## config.mk

```make
export PLATFORM = sky130hd
export DESIGN_NAME = series_engine_scheduler
export DESIGN_NICKNAME = d
export VERILOG_FILES = /design/src/rtl/series_engine_scheduler.sv
export SDC_FILE = /design/constraint.sdc
export NUM_CORES = 1
export LEC_CHECK = 0
export CORE_MARGIN = 5
export CORE_UTILIZATION = 48
export DETAILED_ROUTE_END_ITERATION = 8
export HOLD_SLACK_MARGIN = 0.1
export PLACE_DENSITY = 0.89
export SYNTH_ARGS = -nofsm -noshare
export SYNTH_HDL_FRONTEND = slang
export SYNTH_SLANG_ARGS = --single-unit
```

## constraint.sdc

```tcl
create_clock -name clk -period 3 [get_ports clk]
set_clock_uncertainty 0.05 [all_clocks]
set_input_delay 0.6 -clock clk [delete_from_list [all_inputs] [get_ports clk]]
set_output_delay 0.6 -clock clk [all_outputs]
set_load 0.05 [all_outputs]
```

## src/rtl/series_engine_scheduler.sv

```systemverilog
// Round-robin scheduler sharing one series-computation engine among N_REQ requesters.
// Grants one requester, starts the engine, collects the result and aborts overlong runs.
module series_engine_scheduler #(
    parameter int N_REQ   = 4,
    parameter int XW      = 8,
    parameter int RW      = 16,
    parameter int MAX_CYC = 255
) (
    input  logic                  clk,
    input  logic                  rst,
    input  logic [N_REQ-1:0]      req,
    input  logic [N_REQ*XW-1:0]   req_x,
    output logic [N_REQ-1:0]      gnt,
    output logic [N_REQ-1:0]      done,
    output logic                  err,
    output logic [RW-1:0]         result,
    output logic                  busy,
    output logic                  eng_start,
    output logic                  eng_stop,
    output logic [XW-1:0]         eng_x,
    input  logic                  eng_ready,
    input  logic [RW-1:0]         eng_result
);

    localparam int IW  = (N_REQ > 1) ? $clog2(N_REQ) : 1;
    localparam int WDW = $clog2(MAX_CYC + 1);
    localparam logic [WDW-1:0] WD_MAX  = WDW'(MAX_CYC);
    localparam logic [WDW-1:0] WD_LAST = WDW'(MAX_CYC - 1);
    localparam logic [WDW-1:0] WD_ONE  = WDW'(1);

    typedef enum logic [2:0] {
        IDLE      = 3'd0,
        GRANT     = 3'd1,
        START     = 3'd2,
        WAIT_BUSY = 3'd3,
        WAIT_DONE = 3'd4,
        ABORT     = 3'd5,
        DELIVER   = 3'd6
    } state_t;

    state_t              state_q, state_d;
    logic [N_REQ-1:0]    gnt_q, gnt_d;
    logic [N_REQ-1:0]    done_q, done_d;
    logic                err_q, err_d;
    logic [RW-1:0]       result_q, result_d;
    logic                busy_q, busy_d;
    logic                eng_start_q, eng_start_d;
    logic                eng_stop_q, eng_stop_d;
    logic [XW-1:0]       eng_x_q, eng_x_d;
    logic [IW-1:0]       ptr_q, ptr_d;
    logic [IW-1:0]       idx_q, idx_d;
    logic [WDW-1:0]      wd_q, wd_d;

    logic [IW-1:0]       sel_idx_s;
    logic                sel_vld_s;
    logic [IW-1:0]       cand_s;
    logic [WDW-1:0]      wd_inc_s;
    logic                timeout_s;

    // (base + off) mod N_REQ for off in 0..N_REQ-1
    function automatic logic [IW-1:0] wrap_idx(input logic [IW-1:0] base, input int off);
        int s;
        s = int'(base) + off;
        if (s >= N_REQ) begin
            s = s - N_REQ;
        end else begin
            s = s;
        end
        return s[IW-1:0];
    endfunction

    // Round-robin pick: scan downward so the candidate closest to ptr wins last
    always_comb begin
        sel_vld_s = 1'b0;
        sel_idx_s = '0;
        cand_s    = '0;
        for (int k = N_REQ - 1; k >= 0; k--) begin
            cand_s = wrap_idx(ptr_q, k);
            if (req[cand_s]) begin
                sel_vld_s = 1'b1;
                sel_idx_s = cand_s;
            end else begin
                sel_vld_s = sel_vld_s;
                sel_idx_s = sel_idx_s;
            end
        end
    end

    // Saturating watchdog increment and the "about to reach MAX_CYC" timeout
    always_comb begin
        wd_inc_s  = (wd_q == WD_MAX) ? wd_q : (wd_q + WD_ONE);
        timeout_s = (wd_q >= WD_LAST);
    end

    // Next-state and next-output computation for the scheduler FSM
    always_comb begin
        state_d     = state_q;
        gnt_d       = gnt_q;
        done_d      = '0;
        err_d       = 1'b0;
        result_d    = result_q;
        busy_d      = busy_q;
        eng_start_d = 1'b0;
        eng_stop_d  = eng_stop_q;
        eng_x_d     = eng_x_q;
        ptr_d       = ptr_q;
        idx_d       = idx_q;
        wd_d        = wd_q;

        case (state_q)
            IDLE: begin
                if (sel_vld_s) begin
                    state_d          = GRANT;
                    gnt_d            = '0;
                    gnt_d[sel_idx_s] = 1'b1;
                    idx_d            = sel_idx_s;
                    eng_x_d          = req_x[int'(sel_idx_s) * XW +: XW];
                    busy_d           = 1'b1;
                end else begin
                    busy_d = 1'b0;
                end
            end
            GRANT: begin
                state_d     = START;
                eng_start_d = 1'b1;
                wd_d        = '0;
            end
            START: begin
                state_d = WAIT_BUSY;
                wd_d    = wd_inc_s;
            end
            WAIT_BUSY: begin
                wd_d = wd_inc_s;
                // Timeout outranks the engine picking up the start
                if (timeout_s) begin
                    state_d    = ABORT;
                    eng_stop_d = 1'b1;
                end else if (!eng_ready) begin
                    state_d = WAIT_DONE;
                end else begin
                    state_d = WAIT_BUSY;
                end
            end
            WAIT_DONE: begin
                wd_d = wd_inc_s;
                // A normal completion outranks a simultaneous timeout
                if (eng_ready) begin
                    state_d  = DELIVER;
                    result_d = eng_result;
                    done_d   = gnt_q;
                    err_d    = 1'b0;
                end else if (timeout_s) begin
                    state_d    = ABORT;
                    eng_stop_d = 1'b1;
                end else begin
                    state_d = WAIT_DONE;
                end
            end
            ABORT: begin
                if (eng_ready) begin
                    state_d    = DELIVER;
                    result_d   = eng_result;
                    eng_stop_d = 1'b0;
                    done_d     = gnt_q;
                    err_d      = 1'b1;
                end else begin
                    state_d = ABORT;
                end
            end
            DELIVER: begin
                state_d = IDLE;
                gnt_d   = '0;
                busy_d  = 1'b0;
                ptr_d   = wrap_idx(idx_q, 1);
            end
            default: begin
                state_d    = IDLE;
                gnt_d      = '0;
                busy_d     = 1'b0;
                eng_stop_d = 1'b0;
            end
        endcase
    end

    // State and registered outputs
    always_ff @(posedge clk or negedge rst) begin
        if (!rst) begin
            state_q     <= IDLE;
            gnt_q       <= '0;
            done_q      <= '0;
            err_q       <= 1'b0;
            result_q    <= '0;
            busy_q      <= 1'b0;
            eng_start_q <= 1'b0;
            eng_stop_q  <= 1'b0;
            eng_x_q     <= '0;
            ptr_q       <= '0;
            idx_q       <= '0;
            wd_q        <= '0;
        end else begin
            state_q     <= state_d;
            gnt_q       <= gnt_d;
            done_q      <= done_d;
            err_q       <= err_d;
            result_q    <= result_d;
            busy_q      <= busy_d;
            eng_start_q <= eng_start_d;
            eng_stop_q  <= eng_stop_d;
            eng_x_q     <= eng_x_d;
            ptr_q       <= ptr_d;
            idx_q       <= idx_d;
            wd_q        <= wd_d;
        end
    end

    assign gnt       = gnt_q;
    assign done      = done_q;
    assign err       = err_q;
    assign result    = result_q;
    assign busy      = busy_q;
    assign eng_start = eng_start_q;
    assign eng_stop  = eng_stop_q;
    assign eng_x     = eng_x_q;

endmodule

```

==> results.md, run 1 <==
* Router iterations before antenna repair at 4
* Post-detailed-route count of antenna-violating nets at 0
* Max clock buf depth at 2
* Syn nets at 294
* Syn-to-layout area delta at 42.9%
* Synth cell count leaders: 51 x dfrtp_1, 25 x nand2_1, 19 x nor2_1
* Routed wire per std cell at around 16 um
* Simple-gate area share of the yosys netlist at 0.139
* Compound-Gate Fraction of Synth Area at 0.137
* # IOs at approximately 90
* Largest family of logic cells by synthesized area: multiplexers
* Worst hold path type: input pin to async pin
* Largest net degree at the start of global routing at 29
* # H-tree levels at 2
* Worst slew pin tran at about 0.7 ns
* Initial antenna violation count at 0
* Post-synth EDFFs at 0
* Pre-CTS setup slack at 0.406 ns
* Core box area at about 5100 um^2
* Largest cells by area after synthesis: dfrtp_1 51%, mux2_2 7.3%, mux2i_1 6.9%
* #FFs+latches synth at between 50 and 60
* Count leader, synth: dfrtp_1
* Final hold slack at approximately 0.25 ns
* DPL Wire Length at 4770 um
* Synthesized area at around 2500 um^2
* Fin. Hold Viols at 0
* Placed cell area at 3450 um^2
* # DRC at 0
* Slowest-stage cell, CP: nor4_1
* Post-Synth XOR/XNOR Area at 0.0141
* Ys Warns at 0
* Status: complete, no violations
* Critical path cell sequence: clkdlybuf4s50_1, nor4_1, nor4_1, nand2_1, o221ai_1
* FP Rows at 26
* Root Driver: clkbuf_8
* Top cell type's share of synthesized area at 0.514
* Adder-cell share of the synthesized area at 0.0141
* Post-CTS Hold Buffers at 0
* # diodes at 0
* Worst Slack Setup Final at 0.691 ns
* Mapped Cells at approximately 240
* Achievable Freq at 433 MHz
* Vias in the first global route at around 2200
* Worst skew pair latency at roughly 0.30 ns
* Worst EP required at 3.12 ns
* Total power at roughly 3.9 mW
* Port Buffers at 90
* DRT iter0 DRCs at approximately 190
* Ys async rst share at 1.00
* Crit share post-route at 0.770
* Max Slew Vio Count at 0
* Syn avg cell area at roughly 10 um^2
* Die Area at between 6000 and 7000 um^2
* CTS sink count at 51
* Sequential share of the synthesized area at 0.514
* Setup Buffers After CTS at 0
* Fin nets at around 380
* Global route total overflow at 0
* Routability cong. at 0.874
* Worst path max stage delay at approximately 0.66 ns
* TNS Setup at 0 ns
* Fin area at between 3000 and 4000 um^2
* VDD IR max at approximately 0.00057 V
* Global Route Usage Sum at 0.191
* Die Ht at just over 80 um
* Kind of end point of the critical path: flip-flop
* Mean number of vias per cell at 5.46
* Ratio of cells with drive above 1 in the final layout at 0.0887
* Resize count post-CTS at 0
* Leak at around 1.5 nW
* CTS tree: built
* Power Dens Cells at about 1100 nW/um^2
* Yosys cell types at 43
* Slew margin rel. at 0.532
* CP max FO at 9
* Top FF cell, synth: dfrtp_1
* Crit path DAT at between 2 and 2.5 ns
* Total CTS buffers at 5
* Die Width at 81.9 um
* Delay-heaviest family, CP: simple AND/OR/NAND/NOR gates
* Post-synth top area cell: dfrtp_1
* Multiplexer share of the synthesized area at 0.141
* Vias post-DR at about 2200
* Count of final setup violators at 0
* CTS clk-pin slew, worst paths at 0.09 ns
* Worst path bufs/invs at 1
* Setup Crit Path Kind: input pin to flip-flop
* Fin crit period at 2.31 ns
* First-pass GRT wire length at 10000 um
* Max Cap Viol at 0
* Wirelength, routed at about 6300 um
* CP most frequent cell: nor4_1
* Initial core utilization at 0.489
* Startpoint types: input pin
* RSZ-0062 raised after global routing: no
sequential cells by signal (all words and copies together), names as in the netlist:
signal / cells
done: 4
eng_x: 8
wd_q: 8
eng_start: 1
state_q: 3
gnt: 4
idx_q: 2
result: 16
err: 1
ptr_q: 2
eng_stop: 1
busy: 1
report_power, final:
part	switching, mW	internal (mW)	leakage, nW
clock	0.217	0.245	0.0513
sequential	0.276	0.969	0.643
combinational	1.34	0.818	0.837
total	1.83	2.03	1.53
final timing paths:
path | from | to | slack (ns) | cells past startpoint
worst max-delay path | req[1] | eng_x[1] | 0.69 | 5
worst min-delay path | rst | eng_x[2] | 0.25 | 1
worst max register to register | wd_q[1] | wd_q[5] | 0.90 | 6
worst min register to register | eng_x[6] | eng_x[6] | 0.45 | 2
max in group asynchronous | rst | result[15] | 2.04 | 2
min in group clk | eng_x[6] | eng_x[6] | 0.45 | 2
cell families (layout without fill, tap and decap cells):
group,after synthesis,count (layout)
AOI/OAI and AO/OA,51,51
xor gates and xnor gates,4,4
adders and majority gates,3,3
buffers and inverters,22,112
DFF,51,51
muxes,33,33
and+or+nand+nor,73,73
worst reg2reg max path, delay by kind of cell (launching register included):
family	cells	cell delay, ns
adder cells (fa/ha/maj)	1	0.26
AND/OR/NAND/NOR	2	0.74
AO/OA/AOI/OAI	3	0.50
flip-flops	1	0.48
layout make-up:
cell class | instances | area [um^2]
Multi-Input combinational cell | 164 | 1120
Inverter | 11 | 41.3
Timing Repair Buffer | 94 | 926
Sequential cell | 51 | 1280
Fill cell | 398 | 1530
Clock inverter | 1 | 30.0
Tap cell | 70 | 87.6
Clock buffer | 6 | 72.6
stage by stage:
step | instances | utilization
after floorplan | 237 | -
after global placement | 390 | 0.679
after detailed placement | 390 | 0.679
after CTS | 397 | 0.699
after global routing | 397 | 0.699
final | 397 | 0.699
placed cells by master, fill, tap and decap left out, drive strengths merged, types with 3 or more instances in the layout:
cell type / netlist / routed
nor3: 3 / 3
clkbuf: 4 / 6
o221ai: 8 / 8
o22ai: 3 / 3
nand3: 7 / 7
mux2: 16 / 16
xor2: 3 / 3
buf: 7 / 5
dfrtp: 51 / 51
nand2b: 6 / 6
o31ai: 3 / 3
a21oi: 12 / 12
clkdlybuf4s50: 0 / 89
nand2: 25 / 25
inv: 11 / 11
mux2i: 17 / 17
nor2: 19 / 19
o21ai: 12 / 12
per-layer routing:
metal	up-vias	wire length, um	global-route usage
li1	1024	-	-
met1	1062	2610	0.238
met2	72	3170	0.330
met3	11	506	0.0537
met4	0	61	0.0432
met5	-	0	0
Power figures use the tool's default switching activity.
==> run 2: changes to the inputs <==
--- a/config.mk
+++ b/config.mk
@@ -6,10 +6,10 @@
 export NUM_CORES = 1
 export LEC_CHECK = 0
 export CORE_MARGIN = 5
-export CORE_UTILIZATION = 48
+export CORE_UTILIZATION = 40
 export DETAILED_ROUTE_END_ITERATION = 8
 export HOLD_SLACK_MARGIN = 0.1
-export PLACE_DENSITY = 0.89
+export PLACE_DENSITY = 0.8
 export SYNTH_ARGS = -nofsm -noshare
 export SYNTH_HDL_FRONTEND = slang
 export SYNTH_SLANG_ARGS = --single-unit
==> constraint.sdc (replaced) <==
create_clock -name clk -period 1.9 [get_ports clk]
set_clock_uncertainty 0.05 [all_clocks]
set_input_delay 0.38 -clock clk [delete_from_list [all_inputs] [get_ports clk]]
set_output_delay 0.38 -clock clk [all_outputs]
set_load 0.05 [all_outputs]
==> run 2 against run 1 <==
  * Worst setup slack got worse by 0.64 ns
  * Flip-flop and latch count is the same
  * Non-clock buffer count is 22 higher
  * Cell count up 7.1%
  * Hold slack better by 0.21 ns
  * Final area grew 6.6%
  * Combinational power is 80% higher
  * Via count grew 2.0%
  * Clock-buffer cell count down 1
  * Utilization fell by 6.8 points
==> results.md, run 2 (same netlist as run 1, synthesis figures left out) <==
* Initial core utilization at 0.415 (was 0.489)
* Fin cells at 425 (was 397)
* Clock network power share at 0.097 (was 0.120)
* # DRC at 0 (unchanged)
* Flop pwr share at 0.292 (was 0.322)
* Syn-to-layout area delta at 52.3% (was 42.9%)
* Vias in the first global route at 2243 (was 2196)
* CTS clk-pin slew, worst paths at 0.10 ns (was 0.09 ns)
* Met2 WL post-DR at 3150 um (was 3170 um)
* Fin crit period at approximately 1.8 ns
* CP max FO at 10 (was 9)
* WHS Path Cells at 2
* FP Rows at 28 (was 26)
* Worst hold path type: flip-flop to flip-flop (was input pin to async pin)
* Leak at 1.77 nW (was 1.53 nW)
* Fin area at 3780 um^2 (was 3550 um^2)
* CP Launch Point: state_q[1] (was req[1])
* Crit path DAT at 2.02 ns (was 2.43 ns)
* Setup Crit Path Kind: flip-flop to flip-flop (was input pin to flip-flop)
* # H-tree levels at 2 (unchanged)
* Pint at 3.34 mW (was 2.03 mW)
* Sw frac at 0.474 (about the same)
* First-pass GRT wire length at 10200 um (was 10000 um)
* Comb power frac at 0.610 (was 0.558)
* Max reg flops at 16 (unchanged)
* Post-detailed-route count of antenna-violating nets at 0 (unchanged)
* Global route total overflow at 0 (unchanged)
* TNS Setup at 0 ns (unchanged)
* Router iterations before antenna repair at 4 (unchanged)
* Worst reg2reg path startpoint: state_q[1] (was wd_q[1])
* Largest net degree at the start of global routing at 34 (was 29)
* Hold endpoint: eng_x[0]
* # IOs at 91 (unchanged)
* Met1 WL at 2700 um (was 2610 um)
* Kind of end point of the critical path: flip-flop (unchanged)
* Die Width at 88.8 um (was 81.9 um)
* Reg2Reg Setup Slack at 0.06 ns (was 0.90 ns)
* DPL Wire Length at 4820 um (was 4770 um)
* Worst EP required at 2.08 ns (was 3.12 ns)
* # diodes at 0 (unchanged)
* Fin nets at 406 (was 384)
* Psw at 3.01 mW (was 1.83 mW)
* CTS tree: built (unchanged)
* Slew margin rel. at 0.659 (was 0.532)
* Worst skew pair latency at 0.30 ns (about the same)
* Routed wire per std cell at 15.2 um (was 16.0 um)
* Count of final setup violators at 0 (unchanged)
* Global Route Usage Sum at 0.162 (was 0.191)
* Crit share post-route at 0.970
* Worst slew pin tran at 0.510 ns (was 0.696 ns)
* Wirelength, routed at 6440 um (was 6340 um)
* Final hold slack at 0.454 ns (was 0.245 ns)
* Die Ht at 88.8 um (was 81.9 um)
* Top layer in use: met4 (unchanged)
* DRT iter0 DRCs at 137 (was 191)
* R2R depth at 5 (was 6)
* Initial antenna violation count at 0 (unchanged)
* Startpoint types: flip-flop (was input pin)
* Achievable Freq at between 500 and 600 MHz
* VDD IR max at 0.00103 V (was 0.000566 V)
* Worst Hold Launch: eng_x[0]
* Fin. Hold Viols at 0 (unchanged)
* RR Endpoint: wd_q[5] (unchanged)
* Ratio of cells with drive above 1 in the final layout at 0.274 (was 0.0887)
* Vias post-DR at 2212 (was 2169)
* Placed cell area at 3550 um^2 (was 3450 um^2)
* Max clock buf depth at 2 (unchanged)
* Power Dens Cells at 1680 nW/um^2 (was 1090 nW/um^2)
* Commonest cells after routing, fill and taps aside: 52 x buf_4, 51 x dfrtp_1, 49 x clkdlybuf4s50_1, 25 x nand2_1, 19 x nor2_1 (was 89 x clkdlybuf4s50_1, 51 x dfrtp_1, 25 x nand2_1, 19 x nor2_1, 17 x mux2i_1)
* Leading cell type in the layout, fill and taps excluded: buf_4 (was clkdlybuf4s50_1)
* Max Slew Vio Count at 0 (unchanged)
* Status: complete, no violations (unchanged)
* Die Area at 7880 um^2 (was 6710 um^2)
* Core box area at 5990 um^2 (was 5070 um^2)
* Root Driver: clkbuf_8 (unchanged)
* Met3 wire len at 542 um (was 506 um)
* Max Cap Viol at 0 (unchanged)
* Mean number of vias per cell at 5.20 (was 5.46)
* Placed cells at 412 (was 390)
* CTS sink count at 51 (unchanged)
* Routability cong. at 0.823 (was 0.874)
* Port Buffers at 90 (unchanged)
* Fillcell total at 498 (was 398)
* Total CTS buffers at 5 (unchanged)
==> run 2: cell types whose count changed in the layout (fill, tap and decap cells not counted), sizes merged <==
cell and delta:
inv +1, dlygate4sd3 +1, buf +53, clkdlybuf4s50 -40
dlygate4sd2 +1, bufinv -1, clkinv +2, dlymetal6s2s +6
==> run 2: area by class of cell <==
cell class                 instances  area (um^2)  area share
inverter                          11         41.3      0.0109
multi-input combinational        164         1190       0.314
timing repair buffer             116         1100       0.290
clock inverter                     3         18.8     0.00496
clock buffer                       5         68.8      0.0182
tap                               75         93.8      0.0248
sequential                        51         1280       0.337
==> run 2: worst max path at each step <==
stage          slack (ns)  depth (start not counted)         to
2_1_floorplan        0.04                          6    wd_q[5]
3_3_place_gp        -0.17                          6   eng_x[2]
3_5_place_dp        -0.30                          7   eng_x[4]
4_1_cts             0.002                          1  result[4]
5_1_grt             -0.01                          6    wd_q[5]
6_report             0.06                          5    wd_q[5]
==> run 2: layer usage <==
| metal | vias to the layer above | global-route usage |
|---|---|---|
| met3 | 6 | 0.0419 |
| met1 | 1051 | 0.205 |
| met2 | 86 | 0.275 |
| li1 | 1069 | - |
| met5 | - | 0 |
| met4 | 0 | 0.0453 |
==> run 2: power by group through the flow <==
stage | sequential [mW] | clock, mW | combinational (mW)
final | 1.85 | 0.618 | 3.88
after global routing | 1.91 | 0.684 | 4.16
after CTS | 1.85 | 0.643 | 3.71
after detailed placement | 1.86 | 0 | 3.69
after global placement | 1.85 | 0 | 3.61
after floorplan | 2.94 | 0 | 1.30
==> run 2: worst max-delay path, stage by stage (launching register included) <==
cell and delay [ns]:
dfrtp_1 0.55, inv_1 0.23, nand2_1 0.17, o22ai_4 0.11
or4_4 0.53, a21oi_2 0.14
==> run 2: stage by stage <==
step	util	worst slack (ns)	power (mW)
final	0.631	0.0561	6.35
after global routing	0.631	-0.0120	6.76
after CTS	0.612	0.00219	6.20
after detailed placement	0.592	-0.300	5.56
after global placement	0.592	-0.175	5.46
after floorplan	-	0.0371	4.24
==> run 2: timing repair <==
item | CTS | global route
gates cloned | 0 | 2
buffers inserted | 0 | 2
hold endpoints to repair | 18 | 0
endpoints found under the setup margin | 2 | 13
resized for setup | 5 | 16
pin swaps | 1 | 4
hold buffers | 1 | 0
